[src/rtl/msp_pkg.sv]
// Shared MSP v1 framing constants, FSM state types and the reply descriptor
// used by the responder and its frame transmitter.
package msp_pkg;

    typedef enum logic [2:0] {
        R_IDLE,
        R_M,
        R_DIR,
        R_LEN,
        R_CMD,
        R_PAY,
        R_CHK
    } msp_rx_state_t;

    typedef enum logic [2:0] {
        T_IDLE,
        T_DOLLAR,
        T_M,
        T_DIR,
        T_LEN,
        T_CMD,
        T_DATA,
        T_CHK
    } msp_tx_state_t;

    localparam logic [7:0] MSP_HDR_DOLLAR = 8'h24;
    localparam logic [7:0] MSP_HDR_M      = 8'h4D;
    localparam logic [7:0] MSP_DIR_REQ    = 8'h3C;
    localparam logic [7:0] MSP_DIR_RESP   = 8'h3E;
    localparam logic [7:0] MSP_DIR_ERR    = 8'h21;

    localparam logic [7:0] MSP_API_VERSION     = 8'h01;
    localparam logic [7:0] MSP_FC_VARIANT      = 8'h02;
    localparam logic [7:0] MSP_SET_PASSTHROUGH = 8'hF5;

    // data[0] is the first reply byte on the wire.
    typedef struct packed {
        logic [7:0]        dir;
        logic [7:0]        cmd;
        logic [7:0]        len;
        logic [0:3][7:0]   data;
    } msp_desc_t;

    function automatic logic [7:0] sat_inc(input logic [7:0] v);
        return (v == 8'hFF) ? v : v + 8'd1;
    endfunction

endpackage

[src/rtl/msp_responder_if.sv]
// PC serial link bundle: receive byte strobe from the UART and the
// ready/valid byte stream back to the UART transmitter.
interface msp_responder_if;
    logic [7:0] pc_rx_data;
    logic       pc_rx_valid;
    logic [7:0] tx_data;
    logic       tx_valid;
    logic       tx_ready;

    modport slave (
        input  pc_rx_data,
        input  pc_rx_valid,
        input  tx_ready,
        output tx_data,
        output tx_valid
    );

    modport master (
        output pc_rx_data,
        output pc_rx_valid,
        output tx_ready,
        input  tx_data,
        input  tx_valid
    );
endinterface

[src/rtl/msp_frame_tx.sv]
// Serialises one MSP reply frame from a latched descriptor onto a
// ready/valid byte stream; busy stays high until the checksum byte is taken.
module msp_frame_tx
    import msp_pkg::*;
(
    input  logic       clk,
    input  logic       rst_n,
    input  logic       start,
    input  msp_desc_t  desc,
    input  logic       tx_ready,
    output logic [7:0] tx_data,
    output logic       tx_valid,
    output logic       busy
);

    msp_tx_state_t state;
    msp_desc_t     desc_q;
    logic [7:0]    chk;
    logic [2:0]    idx;
    logic          handshake;

    assign busy      = (state != T_IDLE);
    assign handshake = tx_valid & tx_ready;

    // tx_data is only ever loaded on a handshake or on start, so it holds
    // steady while the transmitter stalls.
    always_ff @(posedge clk or negedge rst_n) begin
        if (!rst_n) begin
            state    <= T_IDLE;
            desc_q   <= '0;
            chk      <= 8'h00;
            idx      <= 3'd0;
            tx_data  <= 8'h00;
            tx_valid <= 1'b0;
        end else begin
            case (state)
                T_IDLE: begin
                    if (start) begin
                        desc_q   <= desc;
                        chk      <= 8'h00;
                        idx      <= 3'd0;
                        tx_data  <= MSP_HDR_DOLLAR;
                        tx_valid <= 1'b1;
                        state    <= T_DOLLAR;
                    end
                end
                T_DOLLAR: begin
                    if (handshake) begin
                        tx_data <= MSP_HDR_M;
                        state   <= T_M;
                    end
                end
                T_M: begin
                    if (handshake) begin
                        tx_data <= desc_q.dir;
                        state   <= T_DIR;
                    end
                end
                T_DIR: begin
                    if (handshake) begin
                        tx_data <= desc_q.len;
                        chk     <= desc_q.len;
                        state   <= T_LEN;
                    end
                end
                T_LEN: begin
                    if (handshake) begin
                        tx_data <= desc_q.cmd;
                        chk     <= chk ^ desc_q.cmd;
                        state   <= T_CMD;
                    end
                end
                T_CMD: begin
                    if (handshake) begin
                        if (desc_q.len != 8'd0) begin
                            tx_data <= desc_q.data[0];
                            chk     <= chk ^ desc_q.data[0];
                            idx     <= 3'd1;
                            state   <= T_DATA;
                        end else begin
                            tx_data <= chk;
                            state   <= T_CHK;
                        end
                    end
                end
                T_DATA: begin
                    if (handshake) begin
                        if ({5'd0, idx} == desc_q.len) begin
                            tx_data <= chk;
                            state   <= T_CHK;
                        end else begin
                            tx_data <= desc_q.data[idx[1:0]];
                            chk     <= chk ^ desc_q.data[idx[1:0]];
                            idx     <= idx + 3'd1;
                        end
                    end
                end
                T_CHK: begin
                    if (handshake) begin
                        tx_valid <= 1'b0;
                        state    <= T_IDLE;
                    end
                end
                default: begin
                    tx_valid <= 1'b0;
                    state    <= T_IDLE;
                end
            endcase
        end
    end

endmodule

[src/rtl/msp_responder.sv]
// MSP v1 request parser for the PC link: validates "$M<" requests, answers
// the bridge-discovery commands and raises the passthrough request pulse.
module msp_responder
    import msp_pkg::*;
#(
    parameter int          MAX_PAYLOAD = 16,
    parameter logic [7:0]  MOTOR_COUNT = 8'd4,
    parameter logic [7:0]  API_MAJOR   = 8'd1,
    parameter logic [7:0]  API_MINOR   = 8'd42,
    parameter logic [31:0] FC_VARIANT  = 32'h4254464C
) (
    input  logic            wb_clk_i,
    input  logic            wb_rst_ni,
    msp_responder_if.slave  bus,
    output logic            passthrough_req,
    output logic [7:0]      passthrough_ch,
    output logic [7:0]      crc_err_cnt,
    output logic [7:0]      drop_cnt
);

    localparam int         IDXW    = (MAX_PAYLOAD > 1) ? $clog2(MAX_PAYLOAD) : 1;
    localparam logic [7:0] MAX_LEN = 8'(MAX_PAYLOAD);

    msp_rx_state_t rx_state;
    logic [7:0]    len;
    logic [7:0]    cmd;
    logic [7:0]    chk;
    logic [7:0]    pay_idx;
    logic [7:0]    pay_buf [MAX_PAYLOAD];

    logic          chk_ok;
    logic          oversize;
    logic          tx_busy;
    logic          tx_start;
    msp_desc_t     desc;

    // The reply starts on the same edge that consumes the checksum byte, so
    // tx_valid appears on the following cycle.
    always_comb begin
        chk_ok   = bus.pc_rx_valid && (rx_state == R_CHK) && (bus.pc_rx_data == chk);
        oversize = (len > MAX_LEN);
        tx_start = chk_ok && !oversize && !tx_busy;
    end

    always_comb begin
        desc.dir  = MSP_DIR_ERR;
        desc.cmd  = cmd;
        desc.len  = 8'd0;
        desc.data = '0;
        case (cmd)
            MSP_API_VERSION: begin
                desc.dir  = MSP_DIR_RESP;
                desc.len  = 8'd3;
                desc.data = {8'h00, API_MAJOR, API_MINOR, 8'h00};
            end
            MSP_FC_VARIANT: begin
                desc.dir  = MSP_DIR_RESP;
                desc.len  = 8'd4;
                desc.data = FC_VARIANT;
            end
            MSP_SET_PASSTHROUGH: begin
                desc.dir  = MSP_DIR_RESP;
                desc.len  = 8'd1;
                desc.data = {MOTOR_COUNT, 24'h000000};
            end
            default: ;
        endcase
    end

    // A good-checksum 0xF5 still switches the mux even when its reply is
    // dropped because the transmitter is busy.
    always_ff @(posedge wb_clk_i or negedge wb_rst_ni) begin
        if (!wb_rst_ni) begin
            rx_state        <= R_IDLE;
            len             <= 8'd0;
            cmd             <= 8'd0;
            chk             <= 8'd0;
            pay_idx         <= 8'd0;
            pay_buf         <= '{default: 8'h00};
            passthrough_req <= 1'b0;
            passthrough_ch  <= 8'hFF;
            crc_err_cnt     <= 8'd0;
            drop_cnt        <= 8'd0;
        end else begin
            passthrough_req <= 1'b0;
            if (bus.pc_rx_valid) begin
                case (rx_state)
                    R_IDLE: begin
                        if (bus.pc_rx_data == MSP_HDR_DOLLAR) rx_state <= R_M;
                    end
                    R_M: begin
                        rx_state <= (bus.pc_rx_data == MSP_HDR_M) ? R_DIR : R_IDLE;
                    end
                    R_DIR: begin
                        rx_state <= (bus.pc_rx_data == MSP_DIR_REQ) ? R_LEN : R_IDLE;
                    end
                    R_LEN: begin
                        len      <= bus.pc_rx_data;
                        chk      <= bus.pc_rx_data;
                        pay_idx  <= 8'd0;
                        rx_state <= R_CMD;
                    end
                    R_CMD: begin
                        cmd      <= bus.pc_rx_data;
                        chk      <= chk ^ bus.pc_rx_data;
                        rx_state <= (len != 8'd0) ? R_PAY : R_CHK;
                    end
                    R_PAY: begin
                        if (pay_idx < MAX_LEN) pay_buf[pay_idx[IDXW-1:0]] <= bus.pc_rx_data;
                        chk     <= chk ^ bus.pc_rx_data;
                        pay_idx <= pay_idx + 8'd1;
                        if ((pay_idx + 8'd1) == len) rx_state <= R_CHK;
                    end
                    R_CHK: begin
                        if (bus.pc_rx_data == chk) begin
                            if (oversize || tx_busy) drop_cnt <= sat_inc(drop_cnt);
                            if ((cmd == MSP_SET_PASSTHROUGH) && !oversize) begin
                                passthrough_req <= 1'b1;
                                passthrough_ch  <= (len == 8'd0) ? 8'hFF : pay_buf[0];
                            end
                        end else begin
                            crc_err_cnt <= sat_inc(crc_err_cnt);
                        end
                        rx_state <= R_IDLE;
                    end
                    default: rx_state <= R_IDLE;
                endcase
            end
        end
    end

    msp_frame_tx u_frame_tx (
        .clk      (wb_clk_i),
        .rst_n    (wb_rst_ni),
        .start    (tx_start),
        .desc     (desc),
        .tx_ready (bus.tx_ready),
        .tx_data  (bus.tx_data),
        .tx_valid (bus.tx_valid),
        .busy     (tx_busy)
    );

endmodule
[src/flat_wrapper.sv]
// flat-port wrapper written by rule: the top's interface ports become plain ports
module msp_responder_flat import msp_pkg::*;
#(
    parameter int          MAX_PAYLOAD = 16,
    parameter logic [7:0]  MOTOR_COUNT = 8'd4,
    parameter logic [7:0]  API_MAJOR   = 8'd1,
    parameter logic [7:0]  API_MINOR   = 8'd42,
    parameter logic [31:0] FC_VARIANT  = 32'h4254464C
)
  (wb_clk_i, wb_rst_ni, passthrough_req, passthrough_ch, crc_err_cnt, drop_cnt, bus_pc_rx_data, bus_pc_rx_valid, bus_tx_ready, bus_tx_data, bus_tx_valid);
  msp_responder_if bus_i ();
  input  logic wb_clk_i;
  input  logic wb_rst_ni;
  output logic passthrough_req;
  output logic [7:0] passthrough_ch;
  output logic [7:0] crc_err_cnt;
  output logic [7:0] drop_cnt;
  input wire logic [$bits(bus_i.pc_rx_data)-1:0] bus_pc_rx_data;
  input wire logic [$bits(bus_i.pc_rx_valid)-1:0] bus_pc_rx_valid;
  input wire logic [$bits(bus_i.tx_ready)-1:0] bus_tx_ready;
  output wire logic [$bits(bus_i.tx_data)-1:0] bus_tx_data;
  output wire logic [$bits(bus_i.tx_valid)-1:0] bus_tx_valid;
  assign bus_i.pc_rx_data = bus_pc_rx_data;
  assign bus_i.pc_rx_valid = bus_pc_rx_valid;
  assign bus_i.tx_ready = bus_tx_ready;
  assign bus_tx_data = bus_i.tx_data;
  assign bus_tx_valid = bus_i.tx_valid;
  msp_responder #(.MAX_PAYLOAD(MAX_PAYLOAD), .MOTOR_COUNT(MOTOR_COUNT), .API_MAJOR(API_MAJOR), .API_MINOR(API_MINOR), .FC_VARIANT(FC_VARIANT)) u_core (.wb_clk_i(wb_clk_i), .wb_rst_ni(wb_rst_ni), .bus(bus_i), .passthrough_req(passthrough_req), .passthrough_ch(passthrough_ch), .crc_err_cnt(crc_err_cnt), .drop_cnt(drop_cnt));
endmodule
[config.mk]
export PLATFORM = sky130hd
export DESIGN_NAME = msp_responder_flat
export DESIGN_NICKNAME = d
export VERILOG_FILES = /design/src/rtl/msp_pkg.sv /design/src/rtl/msp_responder_if.sv /design/src/rtl/msp_frame_tx.sv /design/src/rtl/msp_responder.sv /design/src/flat_wrapper.sv
export SDC_FILE = /design/constraint.sdc
export NUM_CORES = 1
export LEC_CHECK = 0
export ABC_CLOCK_PERIOD_IN_PS = 2600
export BUFFER_PORTS_ARGS = -buffer_cell sky130_fd_sc_hd__buf_2
export CAP_MARGIN = 10
export CORE_ASPECT_RATIO = 0.9
export CORE_MARGIN = 2
export CORE_UTILIZATION = 35
export DETAILED_ROUTE_END_ITERATION = 10
export MAX_ROUTING_LAYER = met4
export PLACE_DENSITY = 0.56
export SETUP_SLACK_MARGIN = 0.02
export SYNTH_ARGS = -nofsm -noshare
export SYNTH_HDL_FRONTEND = slang
export SYNTH_SLANG_ARGS = --single-unit
[constraint.sdc]
create_clock -name wb_clk_i -period 2.6 [get_ports wb_clk_i]
set_clock_uncertainty 0.2 [all_clocks]
set_input_delay 0.39 -clock wb_clk_i [delete_from_list [all_inputs] [get_ports wb_clk_i]]
set_output_delay 0.39 -clock wb_clk_i [all_outputs]
set_load 0.01 [all_outputs]
* Yosys cells after proc, flatten, opt, wreduce, memory -nomap -nowiden
Cells that the tools add are included.
** Storage, ports and cells
- Register bits after elaboration :: 267
- Input bits :: 12
- Output and inout port bits :: 34
- Logic and storage cells :: 189
** Cells by class
- $add $sub $neg :: 4
- Magnitude comparators :: 5
- Equality and inequality tests :: 37
- Multiplexer cells :: 58
- Bitwise operators :: 10
- Reduce and logical (&&, ||, !) cells :: 38
** Operators with widths (number)
- two-way mux 8 bit :: 19
- bitwise mux 128 bit :: 1
- case mux 35 bit (3 select lines) :: 1
- case mux 8 bit (7 select lines) :: 1
- two-way mux 3 bit :: 16
- case mux 8 bit (5 select lines) :: 1
- demux 8 bit (select 4 bit) :: 1
- case mux 8 bit (2 select lines) :: 2
- XOR 8 bit :: 4
- adder 8 x 1 -> 8 bit (second input constant) :: 3
- == test 8 bit (second input constant) :: 3
- case mux 3 bit (8 select lines) :: 1
- == test 3 bit (second input constant) :: 7
- != test 2 bit (second input constant) :: 10
- case mux 3 bit (6 select lines) :: 1
- binary-select mux 8 bit (select 2 bit) :: 1
- == test 8 x 6 -> 1 bit (second input constant) :: 2
- == test 8 bit :: 2
- AND reduction 8 bit :: 2
- nonzero test 8 bit :: 2
- == test 3 x 2 -> 1 bit (second input constant) :: 4
- AND reduction 2 bit :: 5
- case mux 3 bit (3 select lines) :: 1
- AND reduction 3 bit :: 3
- 35 further kinds :: 59

* Logic depth before layout (Yosys ltp)
Gate-level depths: netlist (run 1).
- Depth after elaboration :: 8
- Gate-level depth with buffers :: 9
- Mapped depth without buffers :: 7

* Modules after synthesis
From an unflattened synthesis (run 1), not the netlist that was laid out.
** Unflattened totals
- Cell total of the unflattened synthesis :: 742
- Area, all modules :: 8142.8 um^2
** By module, submodules not included
- msp_frame_tx :: instances 1, cells each 388, area each 4433.0 um^2, sequential area each 1976.9 um^2
- msp_responder :: instances 1, cells each 354, area each 3709.8 um^2, sequential area each 1711.6 um^2

* Worst setup path after synthesis (run 1)
No wires, ideal clock.
- Kind :: reg2reg
- Start :: register u_core.u_frame_tx.state[0]
- End :: register u_core.u_frame_tx.chk[1]
- Arrival time :: 2.505 ns
- Data required time :: 2.279 ns
- Setup slack :: -0.226 ns
- Stages on the path, launching flop included :: 9
- Cells stage by stage :: dfrtp_1 clkbuf_1 clkbuf_1 inv_1 fa_1 a31o_2 a211o_1 a221o_1 a22o_1
** On the way
- Longest elaborated chain between the ends :: 5
- Elaborated cells on any way between the ends :: 18
** Ends and longest elaborated chain
- from (decl) :: RTL line msp_frame_tx.sv:16 : msp_tx_state_t state;
- from (signal assigned) :: RTL line msp_frame_tx.sv:29 : state <= T_IDLE;
- from (signal assigned) :: RTL line msp_frame_tx.sv:44 : state <= T_DOLLAR;
- from (signal assigned) :: RTL line msp_frame_tx.sv:50 : state <= T_M;
- nonzero test 3 bit :: RTL line msp_frame_tx.sv:22 : assign busy = (state != T_IDLE);
- zero test 1 bit :: RTL line msp_responder.sv:42 : tx_start = chk_ok && !oversize && !tx_busy;
- logical AND 1 bit :: RTL line msp_responder.sv:42
- != test 2 x 1 -> 1 bit (no line)
- AND reduction 8 bit (no line)
- to (signal assigned) :: RTL line msp_frame_tx.sv:69 : chk <= chk ^ desc_q.cmd;
- to (signal assigned) :: RTL line msp_frame_tx.sv:77 : chk <= chk ^ desc_q.data[0];
- to (signal assigned) :: RTL line msp_frame_tx.sv:93 : chk <= chk ^ desc_q.data[idx[1:0]];
- to (decl) :: RTL line msp_frame_tx.sv:18 : logic [7:0] chk;
Parallel ways exist; a longest one is shown, timed or not.
A chain may end at the register's enable or synchronous reset.

* Worst setup path after layout (run 1)
- Start :: register u_core.len[2]
- End :: register u_core.u_frame_tx.idx[0]
** On the way
- Longest elaborated chain between the ends :: 6
** Ends and longest elaborated chain
- from (decl) :: RTL line msp_responder.sv:25 : logic [7:0] len;
- from (signal assigned) :: RTL line msp_responder.sv:98 : len <= bus.pc_rx_data;
- > comparator 8 x 5 -> 1 bit :: RTL line msp_responder.sv:41 : oversize = (len > MAX_LEN);
- zero test 1 bit :: RTL line msp_responder.sv:42
- logical AND 1 bit (2 in series) :: RTL line msp_responder.sv:42
- != test 2 x 1 -> 1 bit (no line)
- AND reduction 6 bit (no line)
- to (signal assigned) :: RTL line msp_frame_tx.sv:94 : idx <= idx + 3'd1;
- to (decl) :: RTL line msp_frame_tx.sv:19 : logic [2:0] idx;
Every way passes these cells.

==> impl_metrics.toml, run 1 <==
[floorplan]
fp.dieArea_um2 = 18250
fp.dieW_um = 142.2
rows = 45
die_height_um = 128.4
start_util = 0.3573
core_um2 = 16830
ios = 46

[logic_synthesis]
ys_types = 70
avgSynthCellArea_um2 = 9.766
synthArstFlopShare = 1.000
syn_area_um2 = 6016
yosys.area.top_type = "dfrtp_1"
ys_warn_count = 0
netlist_top_cells_area = "dfrtp_1, mux2_2, nor2_1, dfstp_2, a21oi_1"
synthCells = 616
syn-num-nets = 634
ys_ff_latch = 107
synth_edf_count = 0
yosys.area.top_type_share = 0.4118
synth_flop_cell = "dfrtp_1"
seq_area_frac_synth = 0.4468

[critical_path]
reg2reg_from = "u_core.len[2]"
r2r_slack_ns = 0.15
crit_type = "reg2reg"
timing.rr.end = "u_core.u_frame_tx.idx[0]"
required_ns = 2.68
arrival_ns = 2.53
cp-end-kind = "register"
critical_path.startpoint = "u_core.len[2]"
crit_fanout = 18
worstSetupStartpointType = "register"
crit_path_end = "u_core.u_frame_tx.idx[0]"
r2r_cells = 6

[cells_and_area]
nNetsFinal = 699
layout_common_cells = "dfrtp_1, nor2_1, mux2_2, buf_2, buf_4"
layout_commonest_cell = "dfrtp_1"
stdcell_count = 897
fillers = 1629
fin_util = 0.4170
drive_above_1_share = 0.2624
diodes = 0
syn2layout_area_growth_pct = 16.70

[placement]
place.gp.congestion = 0.9345
port-buffer-count = 45
dpl.hpwl_um = 11680
dp_cells = 880

[clocking]
insertion_delay_ns = 0.36
cts_htree_levels = 3
root_buffer = "clkbuf_16"
clock_sinks = 107
cts_setup_buffers = 0
cts_buffer_depth = 2
cts_tree = "done"
numCtsBuffers = 9
clkTransAtPathRegs_ns = 0.08

[global_routing]
grt_max_degree = 47
grt_overflow_total = 0
grt_pass1_wl_um = 26150
grt_use_total = 0.1887
antenna_found_initial = 0
grt_pass1_vias = 4884

[timing]
slew_violations = 0
period_needed_ns = 2.452
fmax_mhz = 407.8
slew_headroom = 0.5694
setup_viol = 0
setup-tns-final_ns = 0
timing.final.crit_share = 0.9431
worst_pin_slew_ns = 0.6446
rsz0062_at_grt = "false"
hold_violations = 0

[pwr]
pwr-share-comb = 0.270
internal_power_w = 0.003231
pwr-share-clk = 0.288
vdd_drop_max_v = 0.0004074
p_leak_nw = 3.339
switchingPower_w = 0.001668
power_w = 0.004899
p_seq_frac = 0.442
cellPowerDensity_nw_per_um2 = 697.8
swShare = 0.3404

[detailed_routing]
drc = 0
via_per_inst = 5.611
detail_route.first_pass.iterations = 5
vias = 5033
drtIter0Drc = 372
wl_per_cell_um = 17.77
ant_nets = 0
drt-total-wl_um = 15940

[outcome]
outcome = "finished clean"

[worst_hold_path]
min_path_type = "in2reg"

[job]
cap_viol_max_count = 0
## state kept, by name (all words and copies together), names as in the netlist, 3 cells and up
signal / cells
u_core.chk: 8
u_core.cmd: 8
u_core.crc_err_cnt: 8
u_core.drop_cnt: 8
u_core.len: 8
u_core.passthrough_ch: 8
u_core.pay_buf: 8
u_core.pay_idx: 8
u_core.rx_state: 3
u_core.u_frame_tx.chk: 8
u_core.u_frame_tx.desc_q: 16
u_core.u_frame_tx.idx: 3
u_core.u_frame_tx.state: 3
u_core.u_frame_tx.tx_data: 8
## worst max-delay path: stages (launching register included)
cell	delay, ns
dfrtp_1	0.45
or4_4	0.53
a211oi_2	0.29
nand4_2	0.12
buf_4	0.22
a21oi_1	0.30
mux2i_1	0.24
## power groups by stage
stage / Clock (W) / Combinational, W / Sequential (W)
floorplan: 0 / 0.00100 / 0.00209
global placement: 0 / 0.00130 / 0.00218
detailed placement: 0 / 0.00133 / 0.00219
CTS: 0.00146 / 0.00133 / 0.00216
global route: 0.00154 / 0.00148 / 0.00220
finish: 0.00141 / 0.00132 / 0.00216
## metal layers
metal | vias up | part of all wire | global-route usage
li1 | 2360 | - | -
met1 | 2501 | 0.49 | 0.2643
met2 | 145 | 0.45 | 0.2799
met3 | 27 | 0.049 | 0.03722
met4 | 0 | 0.017 | 0.05176
met5 | - | 0 | -
## timing repair
item | CTS | global route
hold buffers | 1 | 0
gates resized for setup | 0 | 3
hold endpoints to repair | 41 | 0
setup endpoints to repair | 0 | 5
## cells by family after synthesis
| kind of cell | after synthesis | synth area share |
|---|---|---|
| xor+xnor | 37 | 0.05387 |
| mux | 53 | 0.09755 |
| compound gates | 148 | 0.1643 |
| buf+inv | 52 | 0.03556 |
| fa+ha+maj | 6 | 0.01373 |
| flops | 107 | 0.4468 |
| simple gates | 213 | 0.1882 |
## layout make-up
cell class | instances | area [um^2] | area share
Clock buffer | 11 | 252.7 | 0.03600
Inverter | 16 | 60.06 | 0.008555
Tap cell | 211 | 264.0 | 0.03760
Clock inverter | 5 | 53.80 | 0.007664
Multi-Input combinational cell | 457 | 3122 | 0.4447
Timing Repair Buffer | 90 | 580.6 | 0.08269
Sequential cell | 107 | 2688 | 0.3828
## cell usage after synthesis, types with 6 or more instances
library cell	n
nand3_1	15
mux2_2	44
o21ai_0	22
nor2_1	64
clkbuf_1	19
inv_1	15
buf_2	12
dfrtp_1	99
xnor2_1	17
nand2_1	39
nor3_1	20
mux2i_1	8
a31oi_1	22
xor2_1	20
nand4_1	6
or2_2	6
nor2b_1	12
a21oi_1	40
dfstp_2	8
and3_1	10
## how the worst min path moves through the flow
stage	from	end	depth (start not counted)
2_1_floorplan	wb_rst_ni	u_core.chk[0]	0
3_3_place_gp	wb_rst_ni	u_core.drop_cnt[5]	1
3_5_place_dp	wb_rst_ni	u_core.drop_cnt[5]	1
4_1_cts	bus_tx_ready	u_core.u_frame_tx.state[1]	3
5_1_grt	bus_tx_ready	u_core.u_frame_tx.state[1]	3
6_report	bus_tx_ready	u_core.u_frame_tx.state[1]	3
## through the flow
stage / setup slack (ns) / area (um^2) / hold WS [ns]
floorplan: 0.03854 / 6028 / -0.1056
global placement: 0.2115 / 6696 / 0.2408
detailed placement: 0.1429 / 6696 / 0.2521
CTS: 0.1328 / 7013 / 0.1447
global route: 0.03362 / 7020 / 0.1566
finish: 0.1478 / 7020 / 0.1571
No activity file was read; power rests on OpenSTA's default activity.
==> run 2: changes to the inputs <==
--- a/config.mk
+++ b/config.mk
@@ -15,5 +15,5 @@
 export MAX_ROUTING_LAYER = met4
 export PLACE_DENSITY = 0.56
-export SETUP_SLACK_MARGIN = 0.02
+export SETUP_SLACK_MARGIN = 0.5
 export SYNTH_ARGS = -nofsm -noshare
 export SYNTH_HDL_FRONTEND = slang
==> constraint.sdc (replaced) <==
create_clock -name wb_clk_i -period 2.6 [get_ports wb_clk_i]
set_clock_uncertainty 0.2 [all_clocks]
set_input_delay 0.26 -clock wb_clk_i [delete_from_list [all_inputs] [get_ports wb_clk_i]]
set_output_delay 0.26 -clock wb_clk_i [all_outputs]
set_load 0.01 [all_outputs]
==> run 2 against run 1 <==
Effect of this change: core utilization is 4.1 points higher; sequential power hardly changed; die area stayed put; via count is 1.9% higher; combinational power is 23% higher; register-to-register slack better by 0.11 ns; largest cell class unchanged.
==> impl_metrics.toml, run 2 (synthesis results as in run 1) <==
[clocking]
numCtsBuffers = 9
cts_htree_levels = 3
cts_buffer_depth = 2
clkTransAtPathRegs_ns = 0.08
clock_sinks = 107
root_buffer = "clkbuf_16"
cts_tree = "done"
insertion_delay_ns = 0.36

[critical_path]
cp.depth = 6
cp-end-kind = "register"
worstPathCellList = "ha_4 -> nand3_1 -> or3_1 -> a2111oi_2 -> a31oi_1 -> o41ai_1"
path_delay_family = "compound AO/OA/AOI/OAI gates"
required_ns = 2.64
r2r_cells = 6
cp_num_buf_inv = 0
critical_path.slowest_cell = "dfrtp_1"
worstSetupStartpointType = "register"
crit_type = "reg2reg"
arrival_ns = 2.39
crit_fanout = 7
critPathMaxStageDelay_ns = 0.47

[floorplan]
ios = 46
start_util = 0.3573
fp.dieArea_um2 = 18250
rows = 45
fp.dieW_um = 142.2
core_um2 = 16830
die_height_um = 128.4

[pwr]
p_leak_nw = 3.569
vdd_drop_max_v = 0.0004439
cellPowerDensity_nw_per_um2 = 685.9

[timing]
period_needed_ns = 2.343
fmax_mhz = 426.9
setup-tns-final_ns = 0
timing.final.crit_share = 0.9010
rsz0062_at_grt = "true"
worst_pin_slew_ns = 0.7333
slew_headroom = 0.5111
hold_violations = 0
slew_violations = 0
setup_viol = 0

[cells_and_area]
fin_area_um2 = 7709
fillers = 1578
drive_above_1_share = 0.3539
regMostFlops = "u_core.u_frame_tx.desc_q"
layout_commonest_cell = "dfrtp_1"
seq_area_um2 = 2694
multi_input_area_um2 = 3467
syn2layout_area_growth_pct = 28.14
largest_register_ffs = 16
diodes = 0
fin_util = 0.4579
layout_common_cells = "dfrtp_1, nor2_1, buf_4, buf_2, mux2_2"
nNetsFinal = 725

[outcome]
outcome = "finished clean"

[placement]
place.gp.congestion = 0.9400
place_area_um2 = 6766
port-buffer-count = 45
dpl.hpwl_um = 11590

[detailed_routing]
wl_per_cell_um = 18.27
drc = 0
drt-total-wl_um = 16860
drtIter0Drc = 508
detail_route.first_pass.iterations = 5
vias = 5128
ant_nets = 0
via_per_inst = 5.556

[global_routing]
grt_overflow_total = 0
grt_use_total = 0.1934
grt_max_degree = 43
antenna_found_initial = 0
grt_pass1_wl_um = 27110
grt_pass1_vias = 5015

[worst_hold_path]
min_path_cells = 3
min_path_type = "in2reg"

[job]
cap_viol_max_count = 0
## run 2: cell types whose count changed in the layout (fill, tap and decap cells not counted), moves of 6 or more
cell and delta:
a21oi_1 -7, mux2_2 -6, buf_4 +6, buf_6 +13, mux2_4 +6, nor2_1 -6
## run 2: worst reg2reg max path, cell delays in order, from the launching register on
cell,delay [ns]
dfrtp_1,0.47
ha_4,0.21
nand3_1,0.14
or3_1,0.39
a2111oi_2,0.40
a31oi_1,0.14
o41ai_1,0.27
## run 2: metrics by stage
stage	hold WS [ns]	total power [W]	cells	setup WS, ns
floorplan	-0.2356	0.003153	616	0.1763
global placement	0.07722	0.003508	874	0.1650
detailed placement	0.08049	0.003568	874	0.1865
CTS	0.02350	0.005274	912	0.2487
global route	0.04179	0.005606	923	0.1951
finish	0.03201	0.005288	923	0.2573
## run 2: final timing paths
kind	startpoint	slack [ns]	to
max in group asynchronous	wb_rst_ni	1.26	u_core.passthrough_ch[6]
min reg2reg	u_core.u_frame_tx.desc_q[53]	0.28	u_core.u_frame_tx.desc_q[53]
max	u_core.pay_idx[1]	0.26	u_core.rx_state[1]
max reg2reg	u_core.pay_idx[1]	0.26	u_core.rx_state[1]
min in group asynchronous	wb_rst_ni	0.21	u_core.rx_state[2]
min	bus_tx_ready	0.03	u_core.u_frame_tx.state[1]
## run 2: cell type report
| class | count | area share |
|---|---|---|
| Clock inverter | 6 | 0.01152 |
| Inverter | 16 | 0.008278 |
| Timing Repair Buffer | 115 | 0.1157 |
| Tap cell | 211 | 0.03425 |
| Multi-Input combinational cell | 458 | 0.4498 |
| Sequential cell | 107 | 0.3495 |
| Clock buffer | 10 | 0.03100 |
## run 2: power breakdown
part / leakage (nW) / total [W] / switching, W / internal [W]
sequential: 1.39 / 0.00216 / 0.000270 / 0.00189
clock: 0.161 / 0.00150 / 0.000696 / 0.000805
combinational: 2.01 / 0.00162 / 0.000852 / 0.000770
## run 2: layer usage
layer	GRT usage	wire (um)
met5	-	0
met4	0.04882	225
met3	0.03536	826
met2	0.2938	7849
met1	0.2686	7960
## run 2: repair_timing
item | 4_1_cts | 5_1_grt
pin swaps | 10 | 15
endpoints found under the hold margin | 35 | 0
buffers inserted | 19 | 9
endpoints found under the setup margin | 57 | 71
cloned | 2 | 2
resized for setup | 42 | 37
hold buffers | 1 | 0
